--- config.mk ---
export PLATFORM = sky130hd
export DESIGN_NAME = jtcps1_obj_sched
export DESIGN_NICKNAME = d
export VERILOG_FILES = /design/src/rtl/jtcps1_obj_pkg.sv /design/src/rtl/jtcps1_obj_sched.sv
export SDC_FILE = /design/constraint.sdc
export NUM_CORES = 1
export LEC_CHECK = 0
export BUFFER_PORTS_ARGS = -buffer_cell sky130_fd_sc_hd__buf_4
export CORE_ASPECT_RATIO = 1.2
export CORE_MARGIN = 1
export CORE_UTILIZATION = 30
export CTS_BUF_LIST = sky130_fd_sc_hd__clkbuf_4
export DETAILED_ROUTE_END_ITERATION = 8
export PLACE_DENSITY = 0.56
export SETUP_SLACK_MARGIN = 0.1
export SLEW_MARGIN = 20
export SYNTH_ARGS = -nofsm -noshare
export SYNTH_HDL_FRONTEND = slang
export SYNTH_SLANG_ARGS = --single-unit
--- constraint.sdc ---
create_clock -name clk -period 3.8 [get_ports clk]
set_clock_uncertainty 0.05 [all_clocks]
set_input_delay 0 -clock clk [delete_from_list [all_inputs] [get_ports clk]]
set_output_delay 0 -clock clk [all_outputs]
set_load 0.01 [all_outputs]
--- src/rtl/jtcps1_obj_pkg.sv ---
// Shared definitions for the CPS1 per-line object scheduler: FSM states,
// object table word offsets, end-of-table marker and attribute field positions.
package jtcps1_obj_pkg;

    typedef enum logic [2:0] {
        ST_IDLE,
        ST_FETCH,
        ST_CHECK,
        ST_ISSUE,
        ST_WAIT,
        ST_DONE
    } obj_state_t;

    localparam logic [1:0] WD_X    = 2'd0;
    localparam logic [1:0] WD_Y    = 2'd1;
    localparam logic [1:0] WD_CODE = 2'd2;
    localparam logic [1:0] WD_ATTR = 2'd3;

    localparam logic [7:0] END_MARK = 8'hFF;

    localparam int ATTR_VSIZE_LSB = 12;
    localparam int ATTR_HSIZE_LSB = 8;
    localparam int ATTR_VFLIP     = 6;
    localparam int ATTR_HFLIP     = 5;

endpackage

--- src/rtl/jtcps1_obj_sched.sv ---
// Per-line object scheduler: scans the object table, expands hit objects into
// 16-px tiles and hands them to the draw engine. Optional macro: JTCPS1_OBJ_LIMIT_EN.
module jtcps1_obj_sched
    import jtcps1_obj_pkg::*;
#(
    parameter int OBJ_MAX    = 256,
    parameter int AW         = 10,
    parameter int TILE_LIMIT = 32
) (
    input  logic          clk,
    input  logic          rst_n,
    input  logic          line_start,
    input  logic [8:0]    vrender,
    output logic [AW-1:0] tbl_addr,
    input  logic [15:0]   tbl_data,
    output logic          dr_start,
    output logic [15:0]   dr_code,
    output logic [15:0]   dr_attr,
    output logic [8:0]    dr_hpos,
    input  logic          dr_idle,
    output logic          busy,
    output logic          line_done,
    output logic          overflow
);

    localparam int EW = AW - 2;

    obj_state_t      r_state, w_next;
    logic [EW-1:0]   r_entry;
    logic [2:0]      r_wcnt;
    logic [8:0]      r_x, r_y, r_vrender;
    logic [15:0]     r_code, r_attr;
    logic [3:0]      r_col, r_row, r_vsub;
    logic            r_start, r_busy, r_done;
    logic [15:0]     r_dr_code, r_dr_attr;
    logic [8:0]      r_dr_hpos;

    logic [3:0]      w_vsize, w_hsize, w_tile_col, w_row_raw;
    logic [8:0]      w_dy, w_span;
    logic            w_hit, w_last_entry, w_last_tile, w_endmark, w_limit;

    assign w_vsize      = r_attr[ATTR_VSIZE_LSB +: 4];
    assign w_hsize      = r_attr[ATTR_HSIZE_LSB +: 4];
    assign w_dy         = r_vrender - r_y;
    assign w_span       = {({1'b0, w_vsize} + 5'd1), 4'b0000};
    assign w_hit        = (w_dy < w_span);
    assign w_row_raw    = w_dy[7:4];
    assign w_last_entry = (r_entry == EW'(OBJ_MAX - 1));
    assign w_last_tile  = (r_col == w_hsize);
    assign w_endmark    = (tbl_data[15:8] == END_MARK);
    assign w_tile_col   = r_attr[ATTR_HFLIP] ? (w_hsize - r_col) : r_col;

`ifdef JTCPS1_OBJ_LIMIT_EN
    localparam int TW = $clog2(TILE_LIMIT + 1);
    logic [TW-1:0] r_tcnt;
    logic          r_overflow;
    assign w_limit  = (r_tcnt == TW'(TILE_LIMIT));
    assign overflow = r_overflow;
`else
    assign w_limit  = 1'b0;
    assign overflow = 1'b0;
`endif

    // word counter doubles as the low address bits; count 4 is the capture-only cycle
    assign tbl_addr  = {r_entry, r_wcnt[1:0]};
    assign dr_start  = r_start;
    assign dr_code   = r_dr_code;
    assign dr_attr   = r_dr_attr;
    assign dr_hpos   = r_dr_hpos;
    assign busy      = r_busy;
    assign line_done = r_done;

    always_ff @(posedge clk or negedge rst_n) begin
        if (!rst_n) r_state <= ST_IDLE;
        else        r_state <= w_next;
    end

    always_comb begin
        w_next = r_state;
        case (r_state)
            ST_FETCH: if (r_wcnt == 3'd4) w_next = w_endmark ? ST_DONE : ST_CHECK;
            ST_CHECK: begin
                if (w_hit)             w_next = ST_ISSUE;
                else if (w_last_entry) w_next = ST_DONE;
                else                   w_next = ST_FETCH;
            end
            ST_ISSUE: begin
                if (w_limit)      w_next = ST_DONE;
                else if (dr_idle) w_next = ST_WAIT;
            end
            ST_WAIT: begin
                if (!w_last_tile)      w_next = ST_ISSUE;
                else if (w_last_entry) w_next = ST_DONE;
                else                   w_next = ST_FETCH;
            end
            ST_DONE:  if (dr_idle) w_next = ST_IDLE;
            default:  w_next = r_state;
        endcase
        if (line_start) w_next = ST_FETCH;
    end

    always_ff @(posedge clk or negedge rst_n) begin
        if (!rst_n) begin
            r_entry   <= '0;
            r_wcnt    <= '0;
            r_x       <= '0;
            r_y       <= '0;
            r_vrender <= '0;
            r_code    <= '0;
            r_attr    <= '0;
            r_col     <= '0;
            r_row     <= '0;
            r_vsub    <= '0;
            r_start   <= 1'b0;
            r_busy    <= 1'b0;
            r_done    <= 1'b0;
            r_dr_code <= '0;
            r_dr_attr <= '0;
            r_dr_hpos <= '0;
`ifdef JTCPS1_OBJ_LIMIT_EN
            r_tcnt     <= '0;
            r_overflow <= 1'b0;
`endif
        end else begin
            r_start <= 1'b0;
            r_done  <= 1'b0;
            if (line_start) begin
                r_entry   <= '0;
                r_wcnt    <= '0;
                r_vrender <= vrender;
                r_busy    <= 1'b1;
`ifdef JTCPS1_OBJ_LIMIT_EN
                r_tcnt     <= '0;
                r_overflow <= 1'b0;
`endif
            end else begin
                case (r_state)
                    ST_FETCH: begin
                        r_wcnt <= (r_wcnt == 3'd4) ? 3'd0 : r_wcnt + 3'd1;
                        // table data lags the address by one cycle
                        case (r_wcnt)
                            3'd1:    r_x    <= tbl_data[8:0];
                            3'd2:    r_y    <= tbl_data[8:0];
                            3'd3:    r_code <= tbl_data;
                            3'd4:    r_attr <= tbl_data;
                            default: ;
                        endcase
                    end
                    ST_CHECK: begin
                        if (w_hit) begin
                            r_col  <= '0;
                            r_row  <= r_attr[ATTR_VFLIP] ? (w_vsize - w_row_raw) : w_row_raw;
                            r_vsub <= r_attr[ATTR_VFLIP] ? ~w_dy[3:0] : w_dy[3:0];
                        end else if (!w_last_entry) begin
                            r_entry <= r_entry + EW'(1);
                        end
                    end
                    ST_ISSUE: begin
                        if (w_limit) begin
`ifdef JTCPS1_OBJ_LIMIT_EN
                            r_overflow <= 1'b1;
`endif
                        end else if (dr_idle) begin
                            r_start   <= 1'b1;
                            r_dr_code <= {r_code[15:8], r_code[7:4] + r_row, r_code[3:0] + w_tile_col};
                            r_dr_attr <= {r_attr[15:12], r_vsub, r_attr[7:0]};
                            r_dr_hpos <= r_x + {1'b0, r_col, 4'b0000};
`ifdef JTCPS1_OBJ_LIMIT_EN
                            r_tcnt <= r_tcnt + TW'(1);
`endif
                        end
                    end
                    ST_WAIT: begin
                        if (!w_last_tile)       r_col   <= r_col + 4'd1;
                        else if (!w_last_entry) r_entry <= r_entry + EW'(1);
                    end
                    ST_DONE: begin
                        if (dr_idle) begin
                            r_done <= 1'b1;
                            r_busy <= 1'b0;
                        end
                    end
                    default: ;
                endcase
            end
        end
    end

endmodule
Word level (Yosys, flattened, before mapping)
Cells that the tools add are included.
{"block": "classes", "bitwise_logic": 2, "n_addsub": 10, "mux": 31, "n_eq_ne": 19, "n_lt_le_gt_ge": 1, "n_reduce_logical": 16}
{"operator": "3-bit 2-to-1 mux", "count": 11}
{"operator": "8-bit 2-to-1 mux", "count": 4}
{"operator": "3-bit AND reduction", "count": 7}
{"operator": "4-bit 2-to-1 mux", "count": 5}
{"operator": "8-bit == test (second input constant)", "count": 2}
{"operator": "8-bit one-hot mux with 2 select lines", "count": 1}
{"operator": "3-bit inequality test (second input constant)", "count": 5}
{"operator": "3-bit one-hot mux with 5 select lines", "count": 1}
{"operator": "3-bit by 2-bit == test with 1-bit output (second input constant)", "count": 4}
{"operator": "9-bit by 8-bit adder with 9-bit output", "count": 1}
{"operator": "3-bit == test (second input constant)", "count": 3}
{"operator": "9-bit < comparator", "count": 1}
{"operator": "9-bit subtractor", "count": 1}
{"operator": "4-bit adder", "count": 2}
{"operator": "8-bit by 1-bit adder with 8-bit output (second input constant)", "count": 1}
{"operator": "1-bit 2-to-1 mux", "count": 8}
{"operator": "4-bit one-hot mux with 2 select lines", "count": 1}
{"operator": "4-bit AND reduction", "count": 2}
{"operator": "2-bit nonzero test", "count": 4}
{"operator": "4-bit subtractor", "count": 2}
{"operator": "3-bit by 1-bit == test with 1-bit output (second input constant)", "count": 2}
{"operator": "6-bit nonzero test", "count": 1}
{"operator": "4-bit by 1-bit adder with 5-bit output (second input constant)", "count": 1}
{"operator": "4-bit by 1-bit adder with 4-bit output (second input constant)", "count": 1}
{"operator": "7 further kinds", "count": 8}
{"block": "totals", "inputBits": 29, "output_inout_bits": 55, "regBits": 129}

Depth between registers and ports, before layout
Gate-level depths: netlist of the first run.
{"block": "logic_depth", "word_depth": 5, "ltp_mapped": 17, "mapped_depth_nobuf": 16}

Worst setup path before layout of the first run
Ideal clock, no wire load.
{"block": "synth_path", "kind": "reg2reg", "from": "reg r_y[0]", "to": "reg r_row[3]", "setup_slack_ps": 126, "setup_time_ps": 70, "arrival_ps": 3554, "path_stages_with_launch": 16, "cell_sequence": "dfrtp_1 ha_1 fa_1 nand2b_1 a21o_1 a21boi_1 o21a_1 nor2_1 xnor2_1 ha_1 a2111oi_4 o211ai_2 o21a_1 or3_1 or4_1 nand3_1"}
{"block": "synth_between", "elab_chain_len": 3, "elab_cells_between_ends": 5, "cone_classes": "add/sub: 2; order compare: 1; mux: 1; reduce/logical: 1"}
{"element": "from (decl)", "line_no": "jtcps1_obj_sched.sv:31", "rtl": "logic [8:0] r_x, r_y, r_vrender;"}
{"element": "from (signal assigned)", "line_no": "jtcps1_obj_sched.sv:143", "rtl": "3'd2: r_y <= tbl_data[8:0];"}
{"element": "9-bit subtractor *", "line_no": "jtcps1_obj_sched.sv:44", "rtl": "assign w_dy = r_vrender - r_y;"}
{"element": "9-bit < comparator / 4-bit subtractor (equally long branches)", "line_no": "jtcps1_obj_sched.sv:46, jtcps1_obj_sched.sv:152"}
{"element": "3-bit AND reduction (no line) / 4-bit 2-to-1 mux (equally long branches)"}
{"element": "to (signal assigned)", "line_no": "jtcps1_obj_sched.sv:152", "rtl": "r_row <= r_attr[ATTR_VFLIP] ? (w_vsize - w_row_raw) : w_row_raw;"}
{"element": "to (decl)", "line_no": "jtcps1_obj_sched.sv:33", "rtl": "logic [3:0] r_col, r_row, r_vsub;"}
Every way passes the cells marked *; elsewhere a longest branch is shown, timed or not.
A chain may end at the register's enable or synchronous reset.

Worst setup path after layout of the first run
Same ends and word-level chain as after synthesis.

==> reports/results.ini, run 1 <==
[run_status]
outcome = finished, final reports clean

[yosys]
syn_inst = 609
synth-main-ff-cell = dfrtp_1
seq_area_frac_synth_pct = 50.5
synth.distinct_cells = 48
syn_avg_cell_area_um2 = 10.5
async_flop_share_pct = 100
syn_area_um2 = 6400
ys_warn_count = 0
synth_fp_nets = 679
synth-edff-count = 0
ys_ff_latch = 129

[cts]
root_buffer = clkbuf_4
clock_path_buffers = 2
clock_latency_ns = 0.53
numCtsBuffers = 17
cts_tree = done
cts_htree_levels = 4
cts_sinks = 129
clk_pin_slew_ns = 0.12

[power]
peakVddDrop_mv = 0.233
total_power_uw = 5590
power_density_nw_per_um2 = 688
p_leak_uw = 0.00402

[final_layout]
nNetsFinal = 809
final_util_pct = 38.9
layout_commonest_cell = dfrtp_1
synthToLayoutAreaGrowth_pct = 27.0
final_cell_mix = 129 x dfrtp_1, 122 x nand2_1, 95 x buf_4
drive_gt1_share_pct = 26.9

[floorplan]
rows = 58
core_um2 = 20900
io_pins = 84
die_h_um = 162
start_util_pct = 30.6
dieArea_um2 = 21900
fp.dieW_um = 135

[global_routing]
grt_pass1_wl_um = 24600
top_usage_layer = met2
grt_util_met3_pct = 3.09
grt_max_degree = 74
grt_overflow = 0
grt_usage_pct = 14.6
met2_usage_pct = 25.7
grt_pass1_vias = 4800
antenna_found_initial = 1
grt_util_met1_pct = 17.6

[route]
drcViolationCount = 0
viasPerCell = 4.53
drt-total-wl_um = 14800
drt_iter0_markers = 174
ant_nets = 0
vias = 4636
wl_per_cell_um = 14.4
firstDrtPassIters = 4

[run]
drv_cap = 0

[critical_path]
worst-setup-path-type = register to register
cp.required_ns = 4.21
max_stage_delay_ns = 0.40
crit_start = r_y[0]
arrival_ns = 4.14
r2r-start = r_y[0]
cp-end-kind = register
cp_max_fo = 5
crit_chain = ha_2 -> fa_2 -> nand2b_4 -> a21o_1 -> a21boi_2 -> o21a_1 -> nor2_1 -> xnor2_1 -> ha_1 -> a2111oi_4 -> o211ai_2 -> o21a_2 -> or3_1 -> or4_1 -> nand3_1
start_kind = register
crit_family = compound AO/OA/AOI/OAI gates
crit_path_top_delay_cell = dfrtp_1
critPathBufInv = 0

[timing]
rsz0062_at_grt = yes
fmax_mhz = 268
hold_viol = 0
slew_viol_final = 0
slew_headroom_pct = 35.3
worst_pin_slew_ns = 0.970
worst_slack_ns = 0.0718
worst_hold_slack_ns = 0.107
setup_violations = 0
fin_crit_sh_pct = 98.1
period_needed_ns = 3.73

[placed_design]
dp_hpwl_um = 10400
routabilityCongestion = 0.770
portBuffers = 82
place_ws_ns = -0.0499

[worst_hold_path]
hp-class = input pin to asynchronous set/reset pin

[state kept, by name (all words and copies together), names as in the netlist, 9 cells and up]
register   cells
r_x            9
dr_hpos        9
dr_attr       16
r_y            9
r_vrender      9
r_attr        16
dr_code       16
r_code        16
[where the power goes]
group | switching [µW] | internal [µW] | total [µW] | leakage (µW)
sequential | 337 | 1800 | 2140 | 0.00167
clock | 528 | 529 | 1060 | 0.000173
combinational | 1180 | 1210 | 2390 | 0.00217
[per-layer routing]
layer	routed length [µm]	vias up	share of wire, %
met5	0	-	0
met4	174	0	1.2
met3	423	8	2.9
met2	7650	69	52
met1	6500	2259	44
li1	-	2300	-
[Yosys cell counts, types with 4 or more instances]
library cell	number	area, µm²
a21o_1	8	60.1
a21oi_1	25	125
and3_1	4	25.0
buf_2	4	20.0
buf_4	4	30.0
clkbuf_1	16	60.1
dfrtp_1	129	3230
fa_1	6	120
ha_1	35	438
inv_1	35	131
mux2_2	56	631
mux2i_1	4	40.0
nand2_1	123	462
nand2b_1	4	25.0
nand3_1	12	60.1
nand4_1	5	31.3
nor2_1	32	120
o21ai_0	32	160
xnor2_1	19	166
xor2_1	14	123
[logic make-up (layout without fill, tap and decap cells)]
kind of cell	Yosys count	after routing	share of synthesized area [%]
AOI/OAI and AO/OA	86	86	8.41
and+or+nand+nor	199	199	13.4
buffers and inverters	60	203	3.95
other	1	2	0.0586
muxes	60	60	10.5
adders and majority gates	41	41	8.72
DFF	129	129	50.5
xor gates and xnor gates	33	33	4.52
[path summary, 6_finish.rpt]
kind	slack (ns)	depth (start not counted)	to
worst max-delay path	0.07	15	r_row[3]
worst min-delay path	0.11	2	r_x[3]
worst max register to register	0.07	15	r_row[3]
worst min register to register	0.42	2	dr_attr[0]
max in group asynchronous	2.75	3	dr_code[13]
min in group clk	0.22	3	r_code[14]
[layout make-up]
class                           count  area [µm²]
Antenna cell                        1        2.50
Clock buffer                       18         135
Clock inverter                     14         189
Fill cell                        2128       12800
Inverter                           35         131
Multi-Input combinational cell    420        2970
Sequential cell                   129        3230
Tap cell                          270         338
Timing Repair Buffer              136        1130
[worst register-to-register path, cell delays in order, from the launching register on]
cell	delay, ns
dfrtp_1	0.40
ha_2	0.20
fa_2	0.36
nand2b_4	0.16
a21o_1	0.18
a21boi_2	0.15
o21a_1	0.12
nor2_1	0.04
xnor2_1	0.12
ha_1	0.35
a2111oi_4	0.35
o211ai_2	0.14
o21a_2	0.27
or3_1	0.29
or4_1	0.39
nand3_1	0.09
[timing repair]
action / 4_1_cts / 5_1_grt
hold buffers: 39 / 0
hold endpoints to repair: 148 / 0
gates resized for setup: 4 / 10
pin swaps: 6 / 9
buffers inserted: 3 / 5
endpoints found under the setup margin: 7 / 21
[through the flow]
stage	TNS (ns)	std cells	instance area, µm²
global placement	0	943	7290
floorplan	0	609	6400
CTS	0	1017	8050
detailed placement	-0.0633	943	7290
global route	-0.539	1023	8120
finish	0	1023	8120
Note: power is estimated with default switching activity, not from simulation.
==> run 2: changes to the inputs <==
Settings changed: PLACE_DENSITY 0.56 to not set, RECOVER_POWER set to 100.
Clock period 3.8 ns to 4.57 ns, I/O delays scaled along.
==> run 2 against run 1 <==
The flow now finishes with violations (max-capacitance violations, max-slew violations). Maximum frequency fell by 7.9%. Power is 20% lower. Die area stayed put. Worst setup slack improved by 0.45 ns. Flip-flop and latch count stayed put. Clock power is 11% lower. Sequential share of layout area grew 1.7 points. Cell count is 0.78% lower. Count of clock-buffer cells in the layout rose by 1. Critical path type unchanged. Critical endpoint unchanged. Largest cell class unchanged. Largest power group is now sequential cells.
==> reports/results.ini, run 2 (synthesis results as in run 1) <==
[critical_path]
crit_chain = ha_1 -> fa_1 -> nand2b_1 -> a21o_1 -> a21boi_0 -> o21a_1 -> nor2_1 -> xnor2_1 -> ha_1 -> a2111oi_4 -> o211ai_1 -> o21a_1 -> or3_1 -> or4_1 -> nand3_1  ; was ha_2 -> fa_2 -> nand2b_4 -> a21o_1 -> a21boi_2 -> o21a_1 -> nor2_1 -> xnor2_1 -> ha_1 -> a2111oi_4 -> o211ai_2 -> o21a_2 -> or3_1 -> or4_1 -> nand3_1
worst-setup-path-type = register to register  ; unchanged
rr_worst_depth = 15  ; unchanged
crit_path_top_delay_cell = fa_1  ; was dfrtp_1
max_stage_delay_ns = 0.40  ; about the same
start_kind = register  ; unchanged
cp.depth = 15  ; unchanged
r2r_slack_ns = 0.52  ; was 0.07 ns
cp-end-kind = register  ; unchanged
cp.required_ns = 5.00  ; was 4.21 ns
arrival_ns = 4.48  ; was 4.14 ns
crit_family = compound AO/OA/AOI/OAI gates  ; unchanged
cp_max_fo = 5  ; unchanged
r2r-start = r_y[0]  ; unchanged
crit_start = r_y[0]  ; unchanged
critPathBufInv = 0  ; unchanged
r2r_end = r_row[3]  ; unchanged

[global_routing]
met2_usage_pct = 24.9  ; was 25.7%
grt_util_met3_pct = 3.09  ; unchanged
grt_util_met1_pct = 17.9  ; was 17.6%
antenna_found_initial = 1  ; unchanged
top_usage_layer = met2  ; unchanged
grt_pass1_vias = 4745  ; was 4,800
grt_overflow = 0  ; unchanged
grt_max_degree = 53  ; was 74
grt_pass1_wl_um = 24300  ; was 24,600 µm
grt_usage_pct = 14.5  ; was 14.6%

[route]
vias = 4654  ; was 4,636
ant_nets = 0  ; unchanged
viasPerCell = 4.59  ; was 4.53
drt_iter0_markers = 187  ; was 174
firstDrtPassIters = 4  ; unchanged
drt-total-wl_um = 14500  ; was 14,800 µm
drcViolationCount = 0  ; unchanged
wl_per_cell_um = 14.3  ; was 14.4 µm

[cts]
cts_tree = done  ; unchanged
cts_sinks = 129  ; unchanged
clock_path_buffers = 2  ; unchanged
cts_htree_levels = 4  ; unchanged
root_buffer = clkbuf_4  ; unchanged
clock_latency_ns = 0.53  ; about the same
clk_pin_slew_ns = 0.12  ; about the same
numCtsBuffers = 17  ; unchanged
post_cts_buffers = 0  ; was 3

[timing]
fin_tns_setup_ns = 0  ; unchanged
hold_viol = 0  ; unchanged
rsz0062_at_grt = no  ; was yes
worst_pin_slew_ns = 2.47  ; was 0.970 ns
slew_viol_final = 166  ; was 0
period_needed_ns = 4.05  ; was 3.73 ns
fin_crit_sh_pct = 88.5  ; was 98.1%
setup_violations = 0  ; unchanged
fmax_mhz = 247  ; was 268 MHz
slew_headroom_pct = -64.9  ; was 35.3%

[run]
drv_cap = 4  ; was 0

[worst_hold_path]
hold_path_end = r_attr[9]
hp-class = input pin to register  ; was input pin to asynchronous set/reset pin
hp-start = tbl_data[9]
whs_path_depth = 4

[floorplan]
io_pins = 84  ; unchanged
dieArea_um2 = 21900  ; unchanged
start_util_pct = 30.6  ; unchanged
die_h_um = 162  ; unchanged
rows = 58  ; unchanged
core_um2 = 20900  ; unchanged
fp.dieW_um = 135  ; unchanged

[power]
p_leak_uw = 0.00372  ; was 0.00402 µW
peakVddDrop_mv = 0.187  ; was 0.233 mV
power_density_nw_per_um2 = 574  ; was 688 nW/µm²

[final_layout]
synthToLayoutAreaGrowth_pct = 21.8  ; was 27.0%
layout_commonest_cell = dfrtp_1  ; unchanged
drive_gt1_share_pct = 16.1  ; was 26.9%
nNetsFinal = 801  ; was 809
fin_area_um2 = 7790  ; was 8120 µm²
final_cell_mix = 129 x dfrtp_1, 123 x nand2_1, 60 x clkbuf_1  ; was 129 x dfrtp_1, 122 x nand2_1, 95 x buf_4

[run_status]
violations = max-capacitance violations, max-slew violations
outcome = finished, violations left  ; was finished, final reports clean

[placed_design]
dp_hpwl_um = 10300  ; was 10,400 µm
routabilityCongestion = 0.801  ; was 0.770
portBuffers = 82  ; unchanged
place_area_um2 = 7270  ; was 7290 µm²

## run 2: cell count changes in the layout (fill, tap and decap cells not counted), sizes merged
cell	change
clkinv	-5
inv	+1
buf	-70
clkinvlp	+2
bufinv	+1
clkbuf	+62
dlygate4sd3	+1
## run 2: power by group
group	total (µW)	internal, µW	switching [µW]	leakage [µW]
sequential	1770	1500	273	0.00167
combinational	1750	808	943	0.00187
clock	947	503	444	0.000179
## run 2: worst min-delay path, delay by kind of cell
kind | cells | cell delay, ns
buffers and inverters | 2 | 0.64
and+or+nand+nor | 1 | 0.04
AOI/OAI and AO/OA | 1 | 0.06
## run 2: cell type report
class                           count  area (µm²)
Tap cell                          270         338
Clock buffer                       19         143
Sequential cell                   129        3230
Fill cell                        2201       13100
Multi-Input combinational cell    420        2910
Clock inverter                     13         208
Antenna cell                        1        2.50
Timing Repair Buffer              128         833
Inverter                           35         131
## run 2: worst max path at each step
stage	end
6_report	r_row[3]
5_1_grt	r_col[3]
4_1_cts	r_row[3]
3_5_place_dp	r_row[3]
3_3_place_gp	r_row[3]
2_1_floorplan	r_row[3]
## run 2: metal layers
layer	vias up	wire (µm)
met2	57	7300
met5	-	0
met3	13	425
met4	0	187
li1	2295	-
met1	2289	6620
## run 2: stage by stage
| stage | std cells | utilization (%) | hold WS (ns) | total power (µW) | setup slack [ns] |
|---|---|---|---|---|---|
| detailed placement | 941 | 34.8 | 0.00836 | 3680 | 0.681 |
| floorplan | 609 | - | -0.346 | 3070 | 0.896 |
| CTS | 1014 | 38.5 | 0.153 | 4680 | 0.659 |
| global placement | 941 | 34.8 | 0.00543 | 3640 | 0.730 |
| global route | 1015 | 37.3 | 0.180 | 4880 | 0.177 |
| finish | 1015 | 37.3 | 0.199 | 4470 | 0.524 |
## run 2: timing repair
item                                   in CTS  in global routing
hold buffers                               41                  0
endpoints found under the hold margin     121                  0
resized for setup                           0                  0
==> run 3: changes to the inputs <==
Clock period 4.57 ns to 3.89 ns, I/O delays scaled along.
==> run 3 against run 2 <==
The flow still finishes with violations (max-capacitance violations, max-slew violations). Power rose by 16%. Maximum frequency rose by 10%. Global-route usage fell by 0.073 points. Wire length rose by 0.97%. First-iteration DRC count fell by 14%. Critical path depth did not move. Design area barely moved. Die area did not move. Non-clock buffer count rose by 5. Register-to-register slack got worse by 0.30 ns. Combinational power rose by 22%. Via count fell by 1.2%. Largest power group is now combinational cells.
==> reports/results.ini, run 3 (synthesis results as in run 1) <==
[worst_hold_path]
hold_path_end = r_attr[9]  ; unchanged
hp-start = tbl_data[9]  ; unchanged
hp-class = input pin to register  ; unchanged
whs_path_depth = 4  ; unchanged

[critical_path]
worst-setup-path-type = register to register  ; unchanged
cp_max_fo = 5  ; unchanged
max_stage_delay_ns = 0.41  ; was 0.40 ns
crit_path_top_delay_cell = dfrtp_1  ; was fa_1
crit_start = r_y[0]  ; unchanged
r2r_end = r_row[3]  ; unchanged
crit_chain = ha_2 -> fa_2 -> nand2b_4 -> a21o_1 -> a21boi_2 -> o21a_1 -> nor2_1 -> xnor2_1 -> ha_1 -> a2111oi_4 -> o211ai_2 -> o21a_2 -> or3_1 -> or4_1 -> nand3_1  ; was ha_1 -> fa_1 -> nand2b_1 -> a21o_1 -> a21boi_0 -> o21a_1 -> nor2_1 -> xnor2_1 -> ha_1 -> a2111oi_4 -> o211ai_1 -> o21a_1 -> or3_1 -> or4_1 -> nand3_1
start_kind = register  ; unchanged
r2r_slack_ns = 0.22  ; was 0.52 ns
rr_worst_depth = 15  ; unchanged
cp-end-kind = register  ; unchanged
arrival_ns = 4.11  ; was 4.48 ns
cp.required_ns = 4.33  ; was 5.00 ns
r2r-start = r_y[0]  ; unchanged

[placed_design]
place_area_um2 = 7300  ; was 7270 µm²
dp_hpwl_um = 10400  ; was 10,300 µm
routabilityCongestion = 0.791  ; was 0.801
portBuffers = 82  ; unchanged

[final_layout]
fillers = 2167  ; was 2,201
layout_commonest_cell = dfrtp_1  ; unchanged
final_cell_mix = 129 x dfrtp_1, 123 x nand2_1, 62 x clkbuf_1  ; was 129 x dfrtp_1, 123 x nand2_1, 60 x clkbuf_1
synthToLayoutAreaGrowth_pct = 21.8  ; about the same
nNetsFinal = 806  ; was 801
multi_input_area_um2 = 2940  ; was 2910 µm²
drive_gt1_share_pct = 17.4  ; was 16.1%
register_area_um2 = 3230  ; unchanged
fin_area_um2 = 7790  ; about the same

[floorplan]
core_um2 = 20900  ; unchanged
rows = 58  ; unchanged
io_pins = 84  ; unchanged
start_util_pct = 30.6  ; unchanged
die_h_um = 162  ; unchanged
dieArea_um2 = 21900  ; unchanged
fp.dieW_um = 135  ; unchanged

[run_status]
outcome = finished, violations left  ; unchanged
violations = max-capacitance violations, max-slew violations  ; unchanged

[cts]
root_buffer = clkbuf_4  ; unchanged
clock_path_buffers = 2  ; unchanged
clock_latency_ns = 0.55  ; was 0.53 ns
cts_htree_levels = 4  ; unchanged
clk_pin_slew_ns = 0.12  ; about the same
cts_sinks = 129  ; unchanged
numCtsBuffers = 17  ; unchanged
cts_tree = done  ; unchanged

[global_routing]
grt_overflow = 0  ; unchanged
antenna_found_initial = 1  ; unchanged
grt_usage_pct = 14.5  ; about the same
grt_pass1_wl_um = 24300  ; about the same
grt_max_degree = 53  ; unchanged
grt_pass1_vias = 4691  ; was 4,745

[route]
wl_per_cell_um = 14.4  ; was 14.3 µm
drt-total-wl_um = 14700  ; was 14,500 µm
drt_iter0_markers = 160  ; was 187
vias = 4599  ; was 4,654
drcViolationCount = 0  ; unchanged
ant_nets = 0  ; unchanged
viasPerCell = 4.51  ; was 4.59
firstDrtPassIters = 4  ; unchanged

[timing]
fin_crit_sh_pct = 94.3  ; was 88.5%
slew_headroom_pct = -59.2  ; was -64.9%
period_needed_ns = 3.67  ; was 4.05 ns
rsz0062_at_grt = yes  ; was no
worst_hold_slack_ns = 0.179  ; was 0.199 ns
setup_violations = 0  ; unchanged
worst_pin_slew_ns = 2.39  ; was 2.47 ns
hold_viol = 0  ; unchanged
fmax_mhz = 273  ; was 247 MHz
slew_viol_final = 142  ; was 166
fin_tns_setup_ns = 0  ; unchanged

[power]
peakVddDrop_mv = 0.189  ; was 0.187 mV
p_leak_uw = 0.00372  ; about the same
power_density_nw_per_um2 = 663  ; was 574 nW/µm²

[run]
drv_cap = 5  ; was 4

run 3: power by group:
group | switching (µW) | total [µW] | internal, µW
Sequential | 328 | 2090 | 1760
Clock | 544 | 931 | 387
Combinational | 1140 | 2140 | 1010
Total | 2010 | 5170 | 3160
run 3: stage by stage:
step / power [µW] / setup slack, ns / util (%) / cells
2_1_floorplan: 3600 / 0.216 / - / 609
3_3_place_gp: 4280 / 0.145 / 34.9 / 944
3_5_place_dp: 4330 / 0.0498 / 34.9 / 944
4_1_cts: 5350 / 0.110 / 38.4 / 1016
5_1_grt: 5630 / 0.0290 / 37.3 / 1019
6_report: 5170 / 0.222 / 37.3 / 1019
run 3: timing repair:
item	in CTS	in global routing
pin swaps	2	2
gates resized for setup	3	5
hold buffers	41	0
hold endpoints to repair	205	0
endpoints found under the setup margin	6	7
setup buffers	0	2
run 3: layout make-up:
| type | instances | share of cell area (%) |
|---|---|---|
| sequential | 129 | 41.4 |
| multi-input combinational | 420 | 37.7 |
| timing repair buffer | 133 | 11.2 |
| tap | 270 | 4.34 |
| clock inverter | 14 | 1.97 |
| inverter | 35 | 1.69 |
| clock buffer | 17 | 1.64 |
| antenna | 1 | 0.0321 |
run 3: routing by layer:
| metal | GRT usage, % | vias up | share of wire [%] |
|---|---|---|---|
| met5 | 0 | - | 0 |
| met4 | 4.75 | 0 | 1.2 |
| met3 | 3.06 | 15 | 2.7 |
| met2 | 25.1 | 61 | 51 |
| met1 | 17.7 | 2229 | 45 |
| li1 | - | 2294 | - |
run 3: worst max-delay path, delay by kind of cell (launching register included):
family,cells,cell delay (ns)
adder cells (fa/ha/maj),3,0.89
AO/OA/AOI/OAI,6,1.18
flip-flops,1,0.41
AND/OR/NAND/NOR,5,0.97
XOR/XNOR,1,0.12
run 3: how the worst max path moves through the flow:
stage / endpoint / cells past startpoint / slack, ns
floorplan: r_row[3] / 15 / 0.22
global placement: r_row[3] / 15 / 0.15
detailed placement: r_row[3] / 15 / 0.05
CTS: r_row[3] / 15 / 0.11
global route: r_row[3] / 15 / 0.03
finish: r_row[3] / 15 / 0.22
